===== config.mk =====
export PLATFORM = sky130hd
export DESIGN_NAME = ioctl_sdram_packer_flat
export DESIGN_NICKNAME = d
export VERILOG_FILES = /design/src/rtl/ioctl_sdram_packer_if.sv /design/src/rtl/ioctl_sdram_packer.sv /design/src/flat_wrapper.sv
export SDC_FILE = /design/constraint.sdc
export NUM_CORES = 1
export LEC_CHECK = 0
export ABC_AREA = 0
export ABC_CLOCK_PERIOD_IN_PS = 9210
export BUFFER_PORTS_ARGS = -buffer_cell sky130_fd_sc_hd__buf_4
export CAP_MARGIN = 20
export CELL_PAD_IN_SITES_DETAIL_PLACEMENT = 1
export CELL_PAD_IN_SITES_GLOBAL_PLACEMENT = 2
export CORE_MARGIN = 5
export CORE_UTILIZATION = 30
export CTS_CLUSTER_SIZE = 24
export DETAILED_ROUTE_END_ITERATION = 12
export PLACE_DENSITY_LB_ADDON = 0.1
export SLEW_MARGIN = 15
export SYNTH_ARGS = -nofsm -noshare
export SYNTH_HDL_FRONTEND = slang
export SYNTH_SLANG_ARGS = --single-unit

===== constraint.sdc =====
create_clock -name clk_sys -period 9.21 [get_ports clk_sys]
set_input_delay 2.3025 -clock clk_sys [delete_from_list [all_inputs] [get_ports clk_sys]]
set_output_delay 2.3025 -clock clk_sys [all_outputs]
set_load 0.05 [all_outputs]

===== src/rtl/ioctl_sdram_packer_if.sv =====
// Byte-download stream and SDRAM programming-port signals of ioctl_sdram_packer.
// slave = the packer; master = download source plus SDRAM controller side.
interface ioctl_sdram_packer_if #(
   parameter int AW = 24
);
   logic          ioctl_download;
   logic          ioctl_wr;
   logic [AW:0]   ioctl_addr;
   logic [7:0]    ioctl_dout;
   logic [AW-1:0] prog_addr;
   logic [15:0]   prog_data;
   logic [1:0]    prog_mask;
   logic          prog_we;
   logic          prog_rdy;
   logic          busy;
   logic          overflow;

   modport master (
      output ioctl_download, ioctl_wr, ioctl_addr, ioctl_dout, prog_rdy,
      input  prog_addr, prog_data, prog_mask, prog_we, busy, overflow
   );

   modport slave (
      input  ioctl_download, ioctl_wr, ioctl_addr, ioctl_dout, prog_rdy,
      output prog_addr, prog_data, prog_mask, prog_we, busy, overflow
   );
endinterface


===== src/rtl/ioctl_sdram_packer.sv =====
// Packs ioctl download bytes into masked 16-bit SDRAM words, queues them and writes them out.
// Optional checksum output port enabled by `define IOCTL_PACKER_CHECKSUM_EN.
module ioctl_sdram_packer #(
   parameter int FIFO_AW = 2,
   parameter int AW      = 24
) (
   input  logic                clk_sys,
   input  logic                rst,
   ioctl_sdram_packer_if.slave io
`ifdef IOCTL_PACKER_CHECKSUM_EN
   ,
   output logic [15:0]         checksum
`endif
);
   localparam int DEPTH = 1 << FIFO_AW;
   localparam int EW    = AW + 18;

   typedef enum logic [1:0] {S_IDLE, S_REQ, S_GAP} state_t;

   state_t state, state_nxt;

   logic          wr_q, dl_q;
   logic          accept, dl_rise, dl_fall;
   logic [AW-1:0] byte_waddr;

   logic [AW-1:0] hold_addr;
   logic [15:0]   hold_data;
   logic [1:0]    hold_vld;
   logic          hold_full, hold_part, addr_miss, push, fresh;

   logic [EW-1:0]    fifo_mem [DEPTH];
   logic [FIFO_AW:0] wr_ptr, rd_ptr;
   logic             fifo_empty, fifo_full, pop, load_out;
   logic             overflow_q;

   assign accept     = io.ioctl_wr & ~wr_q;
   assign dl_rise    = io.ioctl_download & ~dl_q;
   assign dl_fall    = ~io.ioctl_download & dl_q;
   assign byte_waddr = io.ioctl_addr[AW:1];

   assign hold_full = &hold_vld;
   assign hold_part = ^hold_vld;
   assign addr_miss = hold_part & (hold_addr != byte_waddr);
   // A download start discards the hold outright, so nothing is pushed in that cycle.
   assign push  = ~dl_rise & (hold_full | (hold_part & (dl_fall | (accept & addr_miss))));
   assign fresh = dl_rise | push | (hold_vld == 2'b00);

   always_ff @(posedge clk_sys or posedge rst) begin
      if (rst) begin
         wr_q <= 1'b0;
         dl_q <= 1'b0;
      end else begin
         wr_q <= io.ioctl_wr;
         dl_q <= io.ioctl_download;
      end
   end

   always_ff @(posedge clk_sys or posedge rst) begin
      if (rst) begin
         hold_addr <= '0;
         hold_data <= '0;
         hold_vld  <= 2'b00;
      end else begin
         if (dl_rise || push) begin
            hold_vld <= 2'b00;
         end
         if (accept) begin
            if (fresh) begin
               hold_addr <= byte_waddr;
               hold_data <= io.ioctl_addr[0] ? {io.ioctl_dout, 8'h00} : {8'h00, io.ioctl_dout};
               hold_vld  <= io.ioctl_addr[0] ? 2'b10 : 2'b01;
            end else begin
               if (io.ioctl_addr[0]) begin
                  hold_data[15:8] <= io.ioctl_dout;
               end else begin
                  hold_data[7:0] <= io.ioctl_dout;
               end
               hold_vld[io.ioctl_addr[0]] <= 1'b1;
            end
         end
      end
   end

   assign fifo_empty = (wr_ptr == rd_ptr);
   assign fifo_full  = (wr_ptr[FIFO_AW] != rd_ptr[FIFO_AW]) &&
                       (wr_ptr[FIFO_AW-1:0] == rd_ptr[FIFO_AW-1:0]);

   always_ff @(posedge clk_sys) begin
      if (push && !fifo_full) begin
         fifo_mem[wr_ptr[FIFO_AW-1:0]] <= {hold_addr, hold_data, ~hold_vld};
      end
   end

   always_ff @(posedge clk_sys or posedge rst) begin
      if (rst) begin
         wr_ptr     <= '0;
         rd_ptr     <= '0;
         overflow_q <= 1'b0;
      end else begin
         if (push) begin
            if (fifo_full) begin
               overflow_q <= 1'b1;
            end else begin
               wr_ptr <= wr_ptr + 1'b1;
            end
         end
         if (pop) begin
            rd_ptr <= rd_ptr + 1'b1;
         end
         if (dl_rise) begin
            overflow_q <= 1'b0;
         end
      end
   end

   always_ff @(posedge clk_sys or posedge rst) begin
      if (rst) begin
         state <= S_IDLE;
      end else begin
         state <= state_nxt;
      end
   end

   always_comb begin
      state_nxt = state;
      load_out  = 1'b0;
      pop       = 1'b0;
      unique case (state)
         S_IDLE: begin
            if (!fifo_empty) begin
               load_out  = 1'b1;
               state_nxt = S_REQ;
            end
         end
         S_REQ: begin
            if (io.prog_rdy) begin
               pop       = 1'b1;
               state_nxt = S_GAP;
            end
         end
         S_GAP:   state_nxt = S_IDLE;
         default: state_nxt = S_IDLE;
      endcase
   end

   // Outputs are registered from the FIFO head and stay frozen for the whole request.
   always_ff @(posedge clk_sys or posedge rst) begin
      if (rst) begin
         io.prog_addr <= '0;
         io.prog_data <= '0;
         io.prog_mask <= 2'b11;
         io.prog_we   <= 1'b0;
      end else begin
         if (load_out) begin
            {io.prog_addr, io.prog_data, io.prog_mask} <= fifo_mem[rd_ptr[FIFO_AW-1:0]];
         end
         io.prog_we <= (state_nxt == S_REQ);
      end
   end

   assign io.busy     = io.ioctl_download | (|hold_vld) | ~fifo_empty;
   assign io.overflow = overflow_q;

`ifdef IOCTL_PACKER_CHECKSUM_EN
   always_ff @(posedge clk_sys or posedge rst) begin
      if (rst) begin
         checksum <= '0;
      end else if (dl_rise) begin
         checksum <= accept ? {8'h00, io.ioctl_dout} : 16'h0000;
      end else if (accept) begin
         checksum <= checksum + {8'h00, io.ioctl_dout};
      end
   end
`endif
endmodule


===== src/flat_wrapper.sv =====
// flat-port wrapper written by rule: the top's interface ports become plain ports
module ioctl_sdram_packer_flat 
#(
   parameter int FIFO_AW = 2,
   parameter int AW      = 24
)
  (clk_sys, rst, io_ioctl_download, io_ioctl_wr, io_ioctl_addr, io_ioctl_dout, io_prog_rdy, io_prog_addr, io_prog_data, io_prog_mask, io_prog_we, io_busy, io_overflow);
  ioctl_sdram_packer_if #(.AW(AW)) io_i ();
  input  logic clk_sys;
  input  logic rst;
  input wire logic [$bits(io_i.ioctl_download)-1:0] io_ioctl_download;
  input wire logic [$bits(io_i.ioctl_wr)-1:0] io_ioctl_wr;
  input wire logic [$bits(io_i.ioctl_addr)-1:0] io_ioctl_addr;
  input wire logic [$bits(io_i.ioctl_dout)-1:0] io_ioctl_dout;
  input wire logic [$bits(io_i.prog_rdy)-1:0] io_prog_rdy;
  output wire logic [$bits(io_i.prog_addr)-1:0] io_prog_addr;
  output wire logic [$bits(io_i.prog_data)-1:0] io_prog_data;
  output wire logic [$bits(io_i.prog_mask)-1:0] io_prog_mask;
  output wire logic [$bits(io_i.prog_we)-1:0] io_prog_we;
  output wire logic [$bits(io_i.busy)-1:0] io_busy;
  output wire logic [$bits(io_i.overflow)-1:0] io_overflow;
  assign io_i.ioctl_download = io_ioctl_download;
  assign io_i.ioctl_wr = io_ioctl_wr;
  assign io_i.ioctl_addr = io_ioctl_addr;
  assign io_i.ioctl_dout = io_ioctl_dout;
  assign io_i.prog_rdy = io_prog_rdy;
  assign io_prog_addr = io_i.prog_addr;
  assign io_prog_data = io_i.prog_data;
  assign io_prog_mask = io_i.prog_mask;
  assign io_prog_we = io_i.prog_we;
  assign io_busy = io_i.busy;
  assign io_overflow = io_i.overflow;
  ioctl_sdram_packer #(.FIFO_AW(FIFO_AW), .AW(AW)) u_core (.clk_sys(clk_sys), .rst(rst), .io(io_i));
endmodule

Yosys cells after proc, flatten, opt, wreduce, memory -nomap -nowiden --
Memories as Yosys holds them, arrays and structs flattened. A register that Yosys moved wholly into a read port is not among the register bits. Index checks and enable logic that the tools add are counted.
Storage, ports and cells: RAM bits 168, flip-flop bits (word level) 54, bits in latches 0, word-level logic and storage cells 84, memories kept 1, ROM bits 0, input port bits 38
Cells by class: eq/ne operators 7, bitwise logic cells 21, multipliers 0, reduce and logical (&&, ||, !) cells 18, $add $sub $neg 2, div/mod/pow operators 0, shift-type cells 0, order comparisons 2, mux-type cells 22
Memory list:
- u_core.fifo_mem | words 4, bits a word 42, read ports 1, clocked after memory_dff 1, write ports 1, line ioctl_sdram_packer.sv:31 | logic [EW-1:0] fifo_mem [DEPTH];
Operators with widths (count):
- two-way mux 16 bit | 2
- inequality test 24 bit | 1
- two-way mux 8 bit | 2
- two-way mux 2 bit | 6
- AND reduction 2 bit | 6
- two-way mux 1 bit | 10
- AND 1 bit | 7
- adder 3 x 1 -> 3 bit, second input constant | 2
- NOT 1 bit | 6
- bitwise OR 1 bit | 6
- nonzero test 2 bit | 3
- equality test 2 x 1 -> 1 bit, second input constant | 2
- logical NOT 2 bit | 2
- one-hot mux 2 bit (2 select lines) | 1
- equality test 3 bit | 1
- logical AND 1 bit | 3
- equality test 2 bit | 1
- less-than comparator 1 x 2 -> 1 bit, second input constant | 1
- inequality test 2 x 1 -> 1 bit, second input constant | 1
- NOT 2 bit | 1
- bitwise OR 2 bit | 1
- OR reduction 2 bit | 1
- XOR reduction 2 bit | 1
- demux 1 bit (select 1 bit) | 1
- other kinds (4) | 4

Logic depth before layout (Yosys ltp) --
depth in word-level cells 12, depth in mapped cells 8

Worst setup path after synthesis --
No wires, ideal clock.
path kind input port to flip-flop, start in io_ioctl_wr, end mem u_core.fifo_mem[3][0] (netlist bit), enable pin, library setup time 0.458 ns, arrival time 4.939 ns, stages 5, slack 3.813 ns, cells stage by stage nor2b_1 buf_4 o21a_2 o2111ai_1 a21oi_1
On the way: longest elaborated chain between the ends 9
Ends and longest elaborated chain:
- start, declared | line flat_wrapper.sv:12 | input wire logic [$bits(io_i.ioctl_wr)-1:0] io_ioctl_wr;
- AND 1 bit | line ioctl_sdram_packer.sv:36 | assign accept = io.ioctl_wr & ~wr_q;
- AND 1 bit | line ioctl_sdram_packer.sv:45 | assign push = ~dl_rise & (hold_full | (hold_part & (dl_fall | (accept & addr_miss))));
- bitwise OR 1 bit | line ioctl_sdram_packer.sv:45
- AND 1 bit | line ioctl_sdram_packer.sv:45
- bitwise OR 1 bit | line ioctl_sdram_packer.sv:45
- AND 1 bit | line ioctl_sdram_packer.sv:45
- logical AND 1 bit | line ioctl_sdram_packer.sv:89 | if (push && !fifo_full) begin
- two-way mux 1 bit | line ioctl_sdram_packer.sv:89
- two-way mux 1 bit (implied by the code) | line ioctl_sdram_packer.sv:90 | fifo_mem[wr_ptr[FIFO_AW-1:0]] <= {hold_addr, hold_data, ~hold_vld};
- end, declared | line ioctl_sdram_packer.sv:31
No other way between the ends.

Worst setup path after layout --
start in io_ioctl_download, end out io_busy
On the way: longest elaborated chain between the ends 2
Ends and longest elaborated chain:
- start, declared | line flat_wrapper.sv:11 | input wire logic [$bits(io_i.ioctl_download)-1:0] io_ioctl_download;
- bitwise OR 1 bit (2 in a row) | line ioctl_sdram_packer.sv:161 | assign io.busy = io.ioctl_download | (|hold_vld) | ~fifo_empty;
- end, declared | line flat_wrapper.sv:20 | output wire logic [$bits(io_i.busy)-1:0] io_busy;
No other way between the ends.

==> impl_metrics.tcl <==
set metrics [dict create \
    critPathRequiredTime_ps 6910 \
    ys_seq_elements 264 \
    design_area_um2 12700 \
    fin_nets 707 \
    async_flop_share_pct 36.4 \
    drc 0 \
    run_status "finished, final reports clean" \
    rows 68 \
    syn_avg_cell_area_um2 18.8 \
    grt_start_max_net_pins 64 \
    num_vias 5246 \
    cp_max_fo 4 \
    gr-max-usage-layer "met2" \
    ioPinCount 83 \
    maxCapViolations 0 \
    postPlaceCellArea_um2 11700 \
    clock_skew_ps 13.9 \
    die_h_um 198 \
    yosysSeqAreaShare_pct 70.3 \
    synth_flop_cell "edfxtp_1" \
    drt_first_pass_iters 4 \
    met3_usage_pct 1.89 \
    cts_tree "yes" \
    gr-total-overflow 0 \
    power.total_uw 4490 \
    antennaDiodeCount 0 \
    critPathKind "input port to output port" \
    drive_above_1_share_pct 38.5 \
    gp_congestion 0.687 \
    routed_wl_um 23800 \
    root_buffer "clkbuf_16" \
    clk_pin_slew_ps 60 \
    clock.fmax_mhz 196 \
    crit_chain "buf_4, nand3b_1, buf_4" \
    use_met1_pct 16.9 \
    power.density_nw_per_um2 354 \
    slew_viol_final 0 \
    slew_headroom_pct 34.5 \
    cpPeakStageDelay_ps 210 \
    htreeDepth 1 \
    fp.dieArea_um2 39200 \
    fin_crit_ps 5100 \
    routed_via_density 4.60 \
    die_w_um 198 \
    track_usage_pct 12.1 \
    cpMostUsedCell "buf_4" \
    grt_pass1_wl_um 36500 \
    clockBufferDepth 3 \
    layoutNonFillerInstCount 1141 \
    hp-class "flop to flop" \
    cts_made_buffers 30 \
    period_share_pct 55.4 \
    setup_slack_ps 4110 \
    place_inst 1085 \
    synth_cell_type_count 40 \
    synth_edf_count 168 \
    dp_slack_ps 4110 \
    area_delta_synth_final_pct 19.8 \
    routedWlPerCell_um 20.9 \
    rsz0062_at_grt "false" \
    critPathLaunchType "input port" \
    synth_warnings 0 \
    clkSinkCount 264 \
    tightest_slew_ps 982 \
    io_buffers 82 \
    ctsResizeCount 0 \
    irDropWorstVdd_mv 0.152 \
    end_kind "output port" \
    ant_nets 0 \
    use_met2_pct 20.1 \
    dp_hpwl_um 14700 \
    crit_arrival_ps 2800 \
    start_util_pct 30.5 \
    fin_tns_setup_ps 0 \
    holdBufCountCts 0 \
    grt_pass1_vias 5991 \
    worst_path_max_delay_cell "buf_4" \
    p_leak_uw 0.00483 \
    post_cts_buffers 0 \
    core_um2 34700 \
    syn_area_um2 10600 \
    crit_family "buffers and inverters" \
    finalHoldViolCount 0 \
    path_buf_inv 2 \
    grt_antenna_before_repair 0 \
    worstSkewPairLatency_ps 540 \
    setup_viol 0 \
    synthCells 564 \
    drt_iter0_drc 233 \
    syn_nets 609 \
]
where the power goes:
group	switching [uW]	internal, uW
clock network	471	721
logic	863	696
registers	175	1570
total	1510	2980
worst paths after layout:
| check | start | end | slack (ps) | cells after the start |
|---|---|---|---|---|
| setup / recovery | io_ioctl_download | io_busy | 4110 | 3 |
| hold / removal | u_core.state[1]$_DFF_PP0_ | u_core.io.prog_we$_DFF_PP0_ | 490 | 1 |
| setup reg to reg | u_core.rd_ptr[0]$_DFFE_PP0P_ | u_core.fifo_mem[2][11]$_DFFE_PP_ | 5790 | 7 |
| hold reg to reg | u_core.state[1]$_DFF_PP0_ | u_core.io.prog_we$_DFF_PP0_ | 490 | 1 |
| max in group asynchronous | rst | u_core.rd_ptr[1]$_DFFE_PP0P_ | 6050 | 3 |
| min in group asynchronous | rst | u_core.io.prog_data[13]$_DFFE_PP0P_ | 1780 | 2 |
cells in the final DEF (no fill, tap or decap), drive strengths merged, types with 2 or more instances in the layout:
cell,Yosys,final
edfxtp,168,168
buf,16,94
dfrtp,94,94
mux2,68,68
mux4,42,42
clkbuf,12,38
nand2,29,29
xor2,16,16
xnor2,15,15
inv,13,14
nand3,12,12
a21oi,11,11
clkinv,0,11
nor2,10,10
o21ai,9,9
o311ai,8,8
ha,7,7
nor4,4,4
and2,4,4
nor2b,3,3
nor3,3,3
nand2b,3,3
clkinvlp,0,3
bufinv,0,3
a211oi,3,3
nand4,2,2
dfstp,2,2
synth_stat cells, types with 5 or more instances:
master	count	area share (%)
edfxtp_1	168	48
dfrtp_1	94	22
mux2_4	60	8.5
mux4_2	42	8.9
nand2_1	29	1.0
xor2_1	16	1.3
xnor2_1	15	1.2
inv_1	13	0.46
clkbuf_1	12	0.43
nand3_1	12	0.57
a21oi_1	11	0.52
nor2_1	10	0.35
o21ai_0	9	0.43
mux2_2	8	0.85
ha_1	7	0.83
buf_6	6	0.64
o311ai_0	6	0.50
buf_2	5	0.24
routing by layer:
layer,vias up,wire (um)
li1,2360,-
met1,2775,11100
met2,75,11400
met3,36,829
met4,0,460
met5,-,0
cell type report:
cell class	instances	area, um^2
clock inverter	18	173
tap	455	569
sequential	264	7450
timing repair buffer	94	706
clock buffer	38	832
inverter	13	51.3
multi-input combinational	259	2910
fill	3480	22000
through the flow:
stage	hold WS [ps]	utilization, %
2_1_floorplan	436	-
3_3_place_gp	460	33.7
3_5_place_dp	463	33.7
4_1_cts	492	36.6
5_1_grt	507	36.6
6_report	487	36.6
sequential cells by signal, summed over array words and instances, names as in the netlist, 2 cells and up:
signal and flops:
u_core.fifo_mem 168, u_core.state 2, u_core.wr_ptr 3, u_core.hold_data 16
u_core.io.prog_mask 2, u_core.io.prog_addr 24, u_core.io.prog_data 16, u_core.rd_ptr 3
u_core.hold_vld 2, u_core.hold_addr 24
cells by family (layout without fill, tap and decap cells):
| family | after synthesis | count (layout) | synth area share [%] |
|---|---|---|---|
| simple gates | 75 | 75 | 3.41 |
| flops | 264 | 264 | 70.3 |
| xor+xnor | 31 | 31 | 2.56 |
| mux | 110 | 110 | 18.3 |
| fa+ha+maj | 7 | 7 | 0.827 |
| buf+inv | 41 | 163 | 2.35 |
| compound gates | 36 | 36 | 2.26 |
Note: power is estimated with default switching activity, not from simulation.
